File: config.mk
export PLATFORM = sky130hd
export DESIGN_NAME = image_loader
export DESIGN_NICKNAME = d
export VERILOG_FILES = /design/src/rtl/cnn_pkg.sv /design/src/rtl/frame_buffer.sv /design/src/rtl/image_loader.sv
export SDC_FILE = /design/constraint.sdc
export NUM_CORES = 1
export LEC_CHECK = 0
export BUFFER_PORTS_ARGS = -buffer_cell sky130_fd_sc_hd__buf_2
export CORE_MARGIN = 2
export CORE_UTILIZATION = 40
export DETAILED_ROUTE_END_ITERATION = 12
export GPL_TIMING_DRIVEN = 0
export SETUP_SLACK_MARGIN = 0.1
export SLEW_MARGIN = 20
export SYNTH_ARGS = -nofsm -noshare
export SYNTH_HDL_FRONTEND = slang
export SYNTH_HIERARCHICAL = 1
export SYNTH_SLANG_ARGS = --single-unit
File: constraint.sdc
create_clock -name clk -period 3.5 [get_ports clk]
set_input_delay 0.7 -clock clk [delete_from_list [all_inputs] [get_ports clk]]
set_output_delay 0.7 -clock clk [all_outputs]
set_load 0.03 [all_outputs]
File: src/rtl/cnn_pkg.sv
// cnn_pkg: shared constants and types for the CNN input path.
//   DEFAULT_*      : default image geometry, pixel and coordinate widths
//                    (also used by conv2d_layer).
//   pixel_t        : one pixel of DEFAULT_PIX_W bits.
//   loader_state_e : image_loader FSM encoding (IDLE=0, LOAD=1, FULL=2).
package cnn_pkg;

   localparam int unsigned DEFAULT_IMG_W   = 8;
   localparam int unsigned DEFAULT_IMG_H   = 8;
   localparam int unsigned DEFAULT_PIX_W   = 8;
   localparam int unsigned DEFAULT_COORD_W = 5;

   typedef logic [DEFAULT_PIX_W-1:0] pixel_t;

   typedef enum logic [1:0] {
      StIdle = 2'd0,
      StLoad = 2'd1,
      StFull = 2'd2
   } loader_state_e;

endpackage

File: src/rtl/frame_buffer.sv
// frame_buffer: DEPTH x WIDTH register array holding one image.
//   clk   : clock
//   we    : write enable
//   waddr : write address (linear raster index)
//   wdata : write data
//   raddr : read address (combinational read)
//   rdata : data at raddr
// Contents are deliberately not reset.
module frame_buffer
   import cnn_pkg::*;
#(
   parameter int unsigned DEPTH  = DEFAULT_IMG_W * DEFAULT_IMG_H,
   parameter int unsigned WIDTH  = DEFAULT_PIX_W,
   parameter int unsigned ADDR_W = $clog2(DEPTH)
) (
   input  logic              clk,
   input  logic              we,
   input  logic [ADDR_W-1:0] waddr,
   input  logic [WIDTH-1:0]  wdata,
   input  logic [ADDR_W-1:0] raddr,
   output logic [WIDTH-1:0]  rdata
);

   logic [WIDTH-1:0] mem [DEPTH];

   always_ff @(posedge clk) begin
      if (we) begin
         mem[waddr] <= wdata;
      end
   end

   assign rdata = mem[raddr];

endmodule

File: src/rtl/image_loader.sv
// image_loader: receives a raster-order byte stream into a frame buffer,
// announces the complete frame, serves zero-padded reads until released.
//   clk, reset    : clock, asynchronous active-high reset
//   in_data       : incoming pixel byte
//   in_valid      : in_data valid this cycle
//   in_ready      : loader accepts a byte this cycle (registered)
//   loading_done  : level, frame complete and held
//   start_pulse   : one-cycle pulse on entry to FULL
//   release_frame : consumer done with frame, return to IDLE
//   rd_x, rd_y    : signed read coordinates
//   rd_pixel      : combinational pixel at (rd_x, rd_y), 0 outside image or when not FULL
//   pix_count     : bytes accepted in the current frame
module image_loader
   import cnn_pkg::*;
#(
   parameter int unsigned IMG_W   = DEFAULT_IMG_W,
   parameter int unsigned IMG_H   = DEFAULT_IMG_H,
   parameter int unsigned PIX_W   = DEFAULT_PIX_W,
   parameter int unsigned COORD_W = DEFAULT_COORD_W
) (
   input  logic                                 clk,
   input  logic                                 reset,
   input  logic [PIX_W-1:0]                     in_data,
   input  logic                                 in_valid,
   output logic                                 in_ready,
   output logic                                 loading_done,
   output logic                                 start_pulse,
   input  logic                                 release_frame,
   input  logic signed [COORD_W-1:0]            rd_x,
   input  logic signed [COORD_W-1:0]            rd_y,
   output logic [PIX_W-1:0]                     rd_pixel,
   output logic [$clog2(IMG_W*IMG_H+1)-1:0]     pix_count
);

   localparam int unsigned FRAME  = IMG_W * IMG_H;
   localparam int unsigned CNT_W  = $clog2(FRAME + 1);
   localparam int unsigned ADDR_W = $clog2(FRAME);

   localparam logic [CNT_W-1:0]          LAST_IDX = CNT_W'(FRAME - 1);
   localparam logic signed [COORD_W-1:0] X_LIM    = COORD_W'(IMG_W);
   localparam logic signed [COORD_W-1:0] Y_LIM    = COORD_W'(IMG_H);

   loader_state_e     state;
   logic              accept;
   logic              rd_in_range;
   logic [ADDR_W-1:0] rd_addr;
   logic [PIX_W-1:0]  buf_rdata;

   // in_ready is only ever high in IDLE/LOAD, so accept implies a legal write.
   assign accept = in_valid && in_ready;

   always_ff @(posedge clk or posedge reset) begin
      if (reset) begin
         state        <= StIdle;
         in_ready     <= 1'b0;
         loading_done <= 1'b0;
         start_pulse  <= 1'b0;
         pix_count    <= '0;
      end else begin
         start_pulse <= 1'b0;
         unique case (state)
            StIdle: begin
               // in_ready comes out of reset low; raise it on the first idle clock.
               in_ready <= 1'b1;
               if (accept) begin
                  pix_count <= CNT_W'(1);
                  state     <= StLoad;
               end
            end
            StLoad: begin
               if (accept) begin
                  pix_count <= pix_count + CNT_W'(1);
                  if (pix_count == LAST_IDX) begin
                     state        <= StFull;
                     in_ready     <= 1'b0;
                     loading_done <= 1'b1;
                     start_pulse  <= 1'b1;
                  end
               end
            end
            StFull: begin
               if (release_frame) begin
                  state        <= StIdle;
                  in_ready     <= 1'b1;
                  loading_done <= 1'b0;
                  pix_count    <= '0;
               end
            end
            default: begin
               state    <= StIdle;
               in_ready <= 1'b0;
            end
         endcase
      end
   end

   // Bounds are checked on the signed coordinates; the address is only
   // meaningful when rd_in_range holds, otherwise the output is forced to 0.
   assign rd_in_range = !rd_x[COORD_W-1] && (rd_x < X_LIM) &&
                        !rd_y[COORD_W-1] && (rd_y < Y_LIM);
   assign rd_addr     = ADDR_W'(int'(rd_y) * int'(IMG_W) + int'(rd_x));
   assign rd_pixel    = (state == StFull && rd_in_range) ? buf_rdata : '0;

   frame_buffer #(
      .DEPTH  (FRAME),
      .WIDTH  (PIX_W),
      .ADDR_W (ADDR_W)
   ) u_frame_buffer (
      .clk   (clk),
      .we    (accept),
      .waddr (pix_count[ADDR_W-1:0]),
      .wdata (in_data),
      .raddr (rd_addr),
      .rdata (buf_rdata)
   );

endmodule
==> results of run 1 <==
-- layer usage --
| layer | vias up | global-route usage, % | part of all wire (%) | wire length (µm) |
|---|---|---|---|---|
| met4 | 0 | 6.35 | 2.9 | 1470 |
| met2 | 472 | 30.9 | 48 | 24800 |
| met1 | 5696 | 27.0 | 42 | 21700 |
| met5 | - | 0 | 0 | 0 |
| li1 | 4491 | - | - | - |
| met3 | 93 | 3.98 | 7.0 | 3630 |
-- worst max-delay path: cells and delay by family --
kind | cells | cell delay (ns)
AND/OR/NAND/NOR | 1 | 0.17
AO/OA/AOI/OAI | 2 | 0.29
buffers and inverters | 6 | 0.79
multiplexers | 1 | 0.49
adder cells (fa/ha/maj) | 2 | 0.65
-- registers in the layout (all words and copies together) (netlist names) --
name and cells:
loading_done 1, start_pulse 1, pix_count 7, state 2, in_ready 1, u_frame_buffer/mem 512
-- layout make-up --
class                           count  area, µm²
Buffer                             53        475
Clock buffer                       72       1470
Clock inverter                     26        223
Fill cell                        4225      27000
Inverter                            9       40.0
Multi-Input combinational cell    446       5190
Sequential cell                   524      15700
Tap cell                          680        851
Timing Repair Buffer               57        500
-- Yosys cell counts (all sizes together) (4+ instances only) --
| library cell | n | share of area (%) |
|---|---|---|
| a211oi | 5 | 0.20 |
| a21oi | 6 | 0.14 |
| a221oi | 6 | 0.25 |
| a31oi | 4 | 0.12 |
| and2 | 9 | 0.27 |
| buf | 36 | 1.3 |
| clkbuf | 17 | 0.31 |
| dfrtp | 12 | 1.4 |
| edfxtp | 512 | 74 |
| ha | 6 | 0.36 |
| inv | 9 | 0.16 |
| mux2 | 13 | 0.70 |
| mux2i | 23 | 1.1 |
| mux4 | 126 | 14 |
| nand2 | 33 | 0.63 |
| nand2b | 8 | 0.24 |
| nand3 | 15 | 0.36 |
| nand4 | 4 | 0.12 |
| nor2 | 88 | 1.6 |
| nor2b | 15 | 0.49 |
| nor3 | 11 | 0.26 |
| nor4 | 4 | 0.12 |
| o21ai | 14 | 0.34 |
| o221ai | 9 | 0.38 |
| o22ai | 9 | 0.27 |
-- cell families after synthesis --
kind of cell | Yosys count | share of synthesized area [%]
mux | 162 | 15.4
xor+xnor | 2 | 0.0840
flops | 524 | 75.1
compound gates | 77 | 2.70
buf+inv | 62 | 1.76
simple gates | 198 | 4.47
fa+ha+maj | 7 | 0.456
-- what timing repair did --
action | in CTS | in global routing
pin swaps | 9 | 9
endpoints found under the setup margin | 8 | 8
gates resized for setup | 104 | 43
setup buffers | 9 | 10
gates cloned | 1 | 0
-- final timing paths --
check                                   start                   endpoint
worst max-delay path                  rd_y[0]                rd_pixel[5]
min in group clk                release_frame               loading_done
max in group asynchronous               reset                   state[0]
worst min-delay path                    reset               pix_count[3]
worst max register to register   pix_count[2]  u_frame_buffer/mem[47][1]
worst min register to register   pix_count[6]               pix_count[6]
-- where the power goes --
part	switching, µW	internal, µW	leakage [µW]
Clock	2290	3220	0.000830
Sequential	56.6	6970	0.00476
Combinational	828	517	0.00217
-- stage by stage --
step,setup WS (ns),utilization [%],std cells
after floorplan,0.193,-,1032
after global placement,-1.15,42.6,1748
after detailed placement,-1.16,42.7,1749
after CTS,-0.304,47.0,1857
after global routing,-0.343,47.5,1867
final,-0.296,47.5,1867
==> results.json, run 1 <==
{
  "yosysWarningCount": 6,
  "required_ns": 2.80,
  "core_mm2": 0.0514,
  "drive_above_1_share_pct": 31.8,
  "status": "finished, violations left",
  "worst_pin_slew_ns": 1.06,
  "synth_area_mm2": 0.0209,
  "first_pass_iters": 5,
  "wirelength_um": 51600,
  "grt_usage_pct": 19.5,
  "fin_worst_skew_ns": 0.0182,
  "hold_buffers": 0,
  "min_period_ns": 3.80,
  "viasPerCell": 5.76,
  "drc_errors": 0,
  "maxCapViolations": 0,
  "reg2reg_depth": 3,
  "cts_tree": "yes",
  "path_max_fanout": 5,
  "finalCritPeriodShare_pct": 108,
  "start_util_pct": 40.6,
  "wire_per_inst_um": 27.6,
  "leakage_uw": 0.00776,
  "powerDensity_mw_per_mm2": 569,
  "r2r_slack_ns": 0.41,
  "num_rows": 83,
  "dieArea_mm2": 0.0540,
  "hpwl_um": 32500,
  "critical_path_class": "input port to output pin",
  "hold_path.class": "input port to asynchronous set/reset pin",
  "num_vias": 10800,
  "crit_path_top_delay_cell": "fa_1",
  "fin_tns_setup_ns": -1.97,
  "path_cells": "buf_6 -> ha_4 -> inv_4 -> fa_1 -> clkinvlp_4 -> buf_4 -> buf_4 -> mux4_2 -> o21ai_2 -> o41ai_2 -> and2_4 -> buf_6",
  "setup_viol": 8,
  "cp-end-kind": "output pin",
  "fp.dieW_um": 232,
  "ys.flop_type": "edfxtp_1",
  "area_growth_pct": 17.0,
  "place_congestion": 0.847,
  "cp_slowest_stage_delay_ns": 0.52,
  "rsz0062_at_grt": "yes",
  "place.port_buffers": 36,
  "drtIter0Drc": 964,
  "slew_headroom_pct": 29.3,
  "clk_pin_slew_ns": 0.06,
  "stdcell_area_mm2": 0.0244,
  "ir_drop_v": 0.000427,
  "fin_ws_ns": -0.296,
  "ys_seq_elements": 524,
  "synth-edff-count": 512,
  "root_buffer": "clkbuf_16",
  "synth.distinct_cells": 53,
  "grt_pass1_vias": 10800,
  "power_uw": 13900,
  "h-tree-depth": 2,
  "antenna_found_initial": 1,
  "grt_max_degree": 65,
  "synth-seq-area-share_pct": 75.1,
  "ant_nets": 0,
  "final_net_count": 1174,
  "worst_setup_path_start_kind": "input port",
  "cts_buffer_depth": 3,
  "place_area_mm2": 0.0219,
  "synth.avg_cell_area_um2": 20.2,
  "synthCells": 1032,
  "syn_nets": 1061,
  "hold_viol_final": 0,
  "slew_viol_final": 0,
  "layout_common_cells": "edfxtp_1 (512), mux4_2 (126), nor2_1 (87), clkbuf_16 (57), buf_4 (33)",
  "async_flop_share_pct": 2.29,
  "die_h_um": 232,
  "overflow": 0,
  "holdWs_ns": 0.107,
  "clock_insertion_delay_worst_skew_ns": 0.60,
  "layout_commonest_cell": "edfxtp_1",
  "cp.arrival_ns": 3.10,
  "pin_count": 40,
  "failed_checks": "setup timing",
  "cts_inserted_buffers": 54,
  "clock-sinks": 524,
  "max_freq_mhz": 263,
  "diodes": 0,
  "grt_pass1_wl_um": 74600
}
(Power assumes the default switching activity.)
==> run 2, diff against run 1 <==
- CTS_BUF_LIST: unset -> sky130_fd_sc_hd__clkbuf_16
- CTS_CLUSTER_DIAMETER: unset -> 200
==> run 2 against run 1 <==
Against the previous run:
- non-clock buffer count stayed put
- highest routed layer unchanged
- sequential power about the same
- global-route usage is essentially flat
- largest power group unchanged
- core utilization decreased by 0.058 points
- cell area fell by 0.12%
- wire length decreased by 0.10%
- the run still ends with setup timing left
- count of clock-buffer cells in the layout is 17 lower
- sequential cell count unchanged
- clock skew about the same
- critical endpoint unchanged
==> results.json, run 2 (synthesis results as in run 1) <==
{
  "status": "finished, violations left",
  "failed_checks": "setup timing",
  "stdcell_area_mm2": 0.0244,
  "clk_pin_slew_ns": 0.06,
  "grt_pass1_wl_um": 74600,
  "required_ns": 2.80,
  "pin_count": 40,
  "cts_inserted_buffers": 54,
  "crit_path_top_delay_cell": "fa_1",
  "layout_common_cells": "edfxtp_1 (512), mux4_2 (126), nor2_1 (87), clkbuf_16 (57), buf_4 (33)",
  "diodes": 0,
  "ir_drop_v": 0.000427,
  "layout_commonest_cell": "edfxtp_1",
  "antenna_found_initial": 1,
  "first_pass_iters": 5,
  "cts_tree": "yes",
  "max_freq_mhz": 264,
  "drive_above_1_share_pct": 31.5,
  "num_vias": 10700,
  "path_max_fanout": 5,
  "fin_tns_setup_ns": -1.90,
  "grt_pass1_vias": 10800,
  "clock-sinks": 524,
  "place_congestion": 0.847,
  "drc_errors": 0,
  "hpwl_um": 32500,
  "critical_path_class": "input port to output pin",
  "overflow": 0,
  "num_rows": 83,
  "slew_headroom_pct": 25.9,
  "viasPerCell": 5.72,
  "largest_register_ffs": 512,
  "fin_ws_ns": -0.281,
  "wire_per_inst_um": 27.6,
  "power_uw": 13800,
  "rsz0062_at_grt": "yes",
  "min_period_ns": 3.78,
  "slew_viol_final": 0,
  "cp.arrival_ns": 3.08,
  "dieArea_mm2": 0.0540,
  "core_mm2": 0.0514,
  "setup_viol": 8,
  "worst_pin_slew_ns": 1.11,
  "hold_viol_final": 0,
  "biggestRegsByFlops": "u_frame_buffer/mem (512), pix_count (7), state (2)",
  "leakage_uw": 0.00781,
  "path_cells": "buf_6 -> ha_4 -> inv_4 -> fa_1 -> clkinvlp_4 -> buf_4 -> buf_4 -> mux4_2 -> o21ai_2 -> o41ai_2 -> and2_4 -> buf_6",
  "cp-end-kind": "output pin",
  "wirelength_um": 51600,
  "start_util_pct": 40.6,
  "finalCritPeriodShare_pct": 108,
  "fp.dieW_um": 232,
  "place.port_buffers": 36,
  "root_buffer": "clkbuf_16",
  "powerDensity_mw_per_mm2": 565,
  "final_net_count": 1174,
  "h-tree-depth": 2,
  "place_area_mm2": 0.0219,
  "worst_setup_path_start_kind": "input port",
  "drtIter0Drc": 952,
  "area_growth_pct": 16.9,
  "die_h_um": 232,
  "path_delay_family": "buffers and inverters",
  "cp_slowest_stage_delay_ns": 0.52,
  "hold_path.class": "input port to asynchronous set/reset pin",
  "holdWs_ns": 0.108,
  "ant_nets": 0,
  "clock_insertion_delay_worst_skew_ns": 0.60,
  "maxCapViolations": 0,
  "cp_num_buf_inv": 6,
  "cts_buffer_depth": 3,
  "regMostFlops": "u_frame_buffer/mem",
  "grt_usage_pct": 19.4,
  "grt_max_degree": 65,
  "fin_worst_skew_ns": 0.0185,
  "fillerInstances": 4224
}
run 2: power by group:
group	leakage, µW	switching, µW	internal, µW
clock network	0.000871	2290	3120
registers	0.00476	56.3	6970
logic	0.00217	825	517
total	0.00781	3170	10600
run 2: area by class of cell:
type / instances / area [µm²] / share of cell area [%]
Buffer: 53 / 475 / 1.95
Tap cell: 680 / 851 / 3.49
Sequential cell: 524 / 15700 / 64.3
Inverter: 9 / 40.0 / 0.164
Clock inverter: 43 / 287 / 1.17
Clock buffer: 55 / 1380 / 5.64
Multi-Input combinational cell: 446 / 5190 / 21.3
Timing Repair Buffer: 57 / 500 / 2.05
run 2: final timing paths:
kind | from | to | slack [ns] | depth (start not counted)
hold reg to reg | pix_count[6] | pix_count[6] | 0.53 | 1
hold / removal | reset | pix_count[1] | 0.11 | 2
setup / recovery | rd_y[0] | rd_pixel[5] | -0.28 | 12
max in group asynchronous | reset | state[0] | 3.07 | 2
min in group clk | release_frame | loading_done | 0.46 | 4
setup reg to reg | pix_count[2] | u_frame_buffer/mem[47][1] | 0.40 | 3
run 2: layer usage:
metal	track usage (%)	share of wire, %	up-vias
met5	0	0	-
met1	27.0	42	5651
met3	3.93	7.4	86
li1	-	-	4485
met4	6.41	2.8	0
met2	30.9	48	461
run 2: stage by stage:
stage	worst slack, ns	utilization [%]	std cells
after floorplan	0.193	-	1032
after global placement	-1.15	42.6	1748
after detailed placement	-1.16	42.7	1749
after CTS	-0.304	47.0	1857
after global routing	-0.343	47.5	1867
final	-0.281	47.5	1867
run 2: what timing repair did:
| action | CTS | global route |
|---|---|---|
| pin swaps | 9 | 9 |
| setup buffers | 9 | 10 |
| cloned | 1 | 0 |
| hold buffers | 0 | 0 |
| endpoints found under the setup margin | 8 | 8 |
| gates resized for setup | 104 | 43 |
==> run 3, diff against run 2 <==
- CTS_CLUSTER_SIZE: unset -> 25
- REMOVE_ABC_BUFFERS: unset -> 1
==> run 3 against run 2 <==
Against the previous run:
- final cell count decreased by 5.5%
- wire length decreased by 5.7%
- highest routed layer unchanged
- setup slack improved by 0.15 ns
- largest cell class unchanged
- worst hold slack improved by 0.042 ns
- cell area decreased by 4.2%
- die area unchanged
- register-to-register slack improved by 0.16 ns
- the run still ends with setup timing left
- total power decreased by 17%
- critical endpoint is now rd_pixel[4]
==> results.json, run 3 (synthesis results as in run 1) <==
{
  "core_mm2": 0.0514,
  "failed_checks": "setup timing",
  "clk_pin_slew_ns": 0.09,
  "path_max_fanout": 6,
  "top_usage_layer": "met2",
  "finalCritPeriodShare_pct": 104,
  "clock_insertion_delay_worst_skew_ns": 0.57,
  "drive_above_1_share_pct": 27.6,
  "cts_buffer_depth": 3,
  "cp.arrival_ns": 2.93,
  "layout_commonest_cell": "edfxtp_1",
  "fp.dieW_um": 232,
  "wirelength_um": 48600,
  "setup_viol": 8,
  "wire_per_inst_um": 27.5,
  "power_uw": 11400,
  "diodes": 0,
  "worst_setup_path_start_kind": "input port",
  "num_vias": 10200,
  "grt_pass1_vias": 10200,
  "grt_usage_pct": 18.2,
  "area_growth_pct": 12.0,
  "maxCapViolations": 0,
  "pin_count": 40,
  "biggestRegsByFlops": "u_frame_buffer/mem (512), pix_count (7), state (2)",
  "use_met2_pct": 29.4,
  "clock-sinks": 524,
  "regMostFlops": "u_frame_buffer/mem",
  "slew_viol_final": 0,
  "cts_tree": "yes",
  "num_rows": 83,
  "status": "finished, violations left",
  "required_ns": 2.80,
  "r2r_end": "u_frame_buffer/mem[46][2]",
  "place.port_buffers": 39,
  "powerDensity_mw_per_mm2": 487,
  "grt_pass1_wl_um": 70600,
  "slew_headroom_pct": 33.7,
  "overflow": 0,
  "r2r_slack_ns": 0.56,
  "largest_register_ffs": 512,
  "worst_pin_slew_ns": 0.992,
  "hpwl_um": 26600,
  "rr_startpoint": "in_ready",
  "max_freq_mhz": 276,
  "use_met1_pct": 26.1,
  "final_net_count": 1114,
  "root_buffer": "clkbuf_16",
  "die_h_um": 232,
  "hold_viol_final": 0,
  "cp-end-kind": "output pin",
  "layout_common_cells": "edfxtp_1 (512), mux4_2 (126), nor2_1 (84), nand2_1 (32), buf_4 (27)",
  "ir_drop_v": 0.000291,
  "h-tree-depth": 1,
  "first_pass_iters": 5,
  "dieArea_mm2": 0.0540,
  "reg2reg_depth": 5,
  "fin_worst_skew_ns": 0.00672,
  "critical_path_class": "input port to output pin",
  "pre_cts_ws_ns": -0.843,
  "leakage_uw": 0.00729,
  "drtIter0Drc": 975,
  "viasPerCell": 5.75,
  "drc_errors": 0,
  "hold_path.class": "input port to asynchronous set/reset pin",
  "rsz0062_at_grt": "yes",
  "grt_max_degree": 65,
  "fin_ws_ns": -0.127,
  "min_period_ns": 3.63,
  "use_met3_pct": 2.38,
  "antenna_found_initial": 0,
  "place_congestion": 0.749,
  "cts_inserted_buffers": 24,
  "start_util_pct": 40.6,
  "ant_nets": 0
}
[run 3: routing by layer]
layer / part of all wire, % / up-vias
met5: 0 / -
met4: 2.6 / 0
met1: 43 / 5438
li1: - / 4332
met2: 48 / 331
met3: 6.1 / 52
[run 3: worst max path at each step]
stage / from / to / slack (ns) / depth (start not counted)
2_1_floorplan: rd_x[3] / rd_pixel[6] / -0.20 / 7
3_3_place_gp: rd_x[0] / rd_pixel[4] / -3.99 / 8
3_5_place_dp: rd_x[3] / rd_pixel[6] / -0.84 / 9
4_1_cts: rd_y[0] / rd_pixel[6] / -0.14 / 13
5_1_grt: rd_y[0] / rd_pixel[6] / -0.18 / 13
6_report: rd_y[0] / rd_pixel[4] / -0.13 / 13
[run 3: what timing repair did]
item                       in CTS  in global routing
cloned                         11                  0
setup buffers                  12                 11
gates resized for setup        63                 27
hold buffers                    0                  0
setup endpoints to repair       8                  8
pin swaps                      11                  3
[run 3: cell type report]
| class | instances | area, µm² |
|---|---|---|
| Fill cell | 4272 | 28000 |
| Sequential cell | 524 | 15700 |
| Multi-Input combinational cell | 446 | 5100 |
| Timing Repair Buffer | 80 | 1070 |
| Tap cell | 680 | 851 |
| Clock buffer | 25 | 626 |
| Inverter | 9 | 36.3 |
| Clock inverter | 1 | 3.75 |
[run 3: stage by stage]
| step | instances | setup TNS, ns | util, % | hold WS [ns] | area [µm²] |
|---|---|---|---|---|---|
| after floorplan | 979 | -0.959 | - | 0.507 | 20500 |
| after CTS | 1754 | -0.683 | 45.1 | 0.130 | 23200 |
| after global routing | 1765 | -1.18 | 45.4 | 0.167 | 23400 |
| after detailed placement | 1705 | -5.47 | 42.4 | 0.498 | 21800 |
| final | 1765 | -0.601 | 45.4 | 0.149 | 23400 |
| after global placement | 1698 | -30.53 | 42.0 | 0.507 | 21600 |
[run 3: where the power goes]
part | total, µW | switching, µW | internal [µW]
Combinational | 1290 | 770 | 521
Sequential | 7030 | 65.9 | 6960
Clock | 3060 | 1780 | 1280
Total | 11400 | 2620 | 8760
[run 3: worst max-delay path: stages]
cell	delay, ns
buf_8	0.08
ha_4	0.12
inv_2	0.03
fa_1	0.54
inv_4	0.05
buf_12	0.13
buf_12	0.14
nand2b_4	0.16
nor4_4	0.25
nor3_2	0.11
o32ai_2	0.24
and2_4	0.22
buf_6	0.13
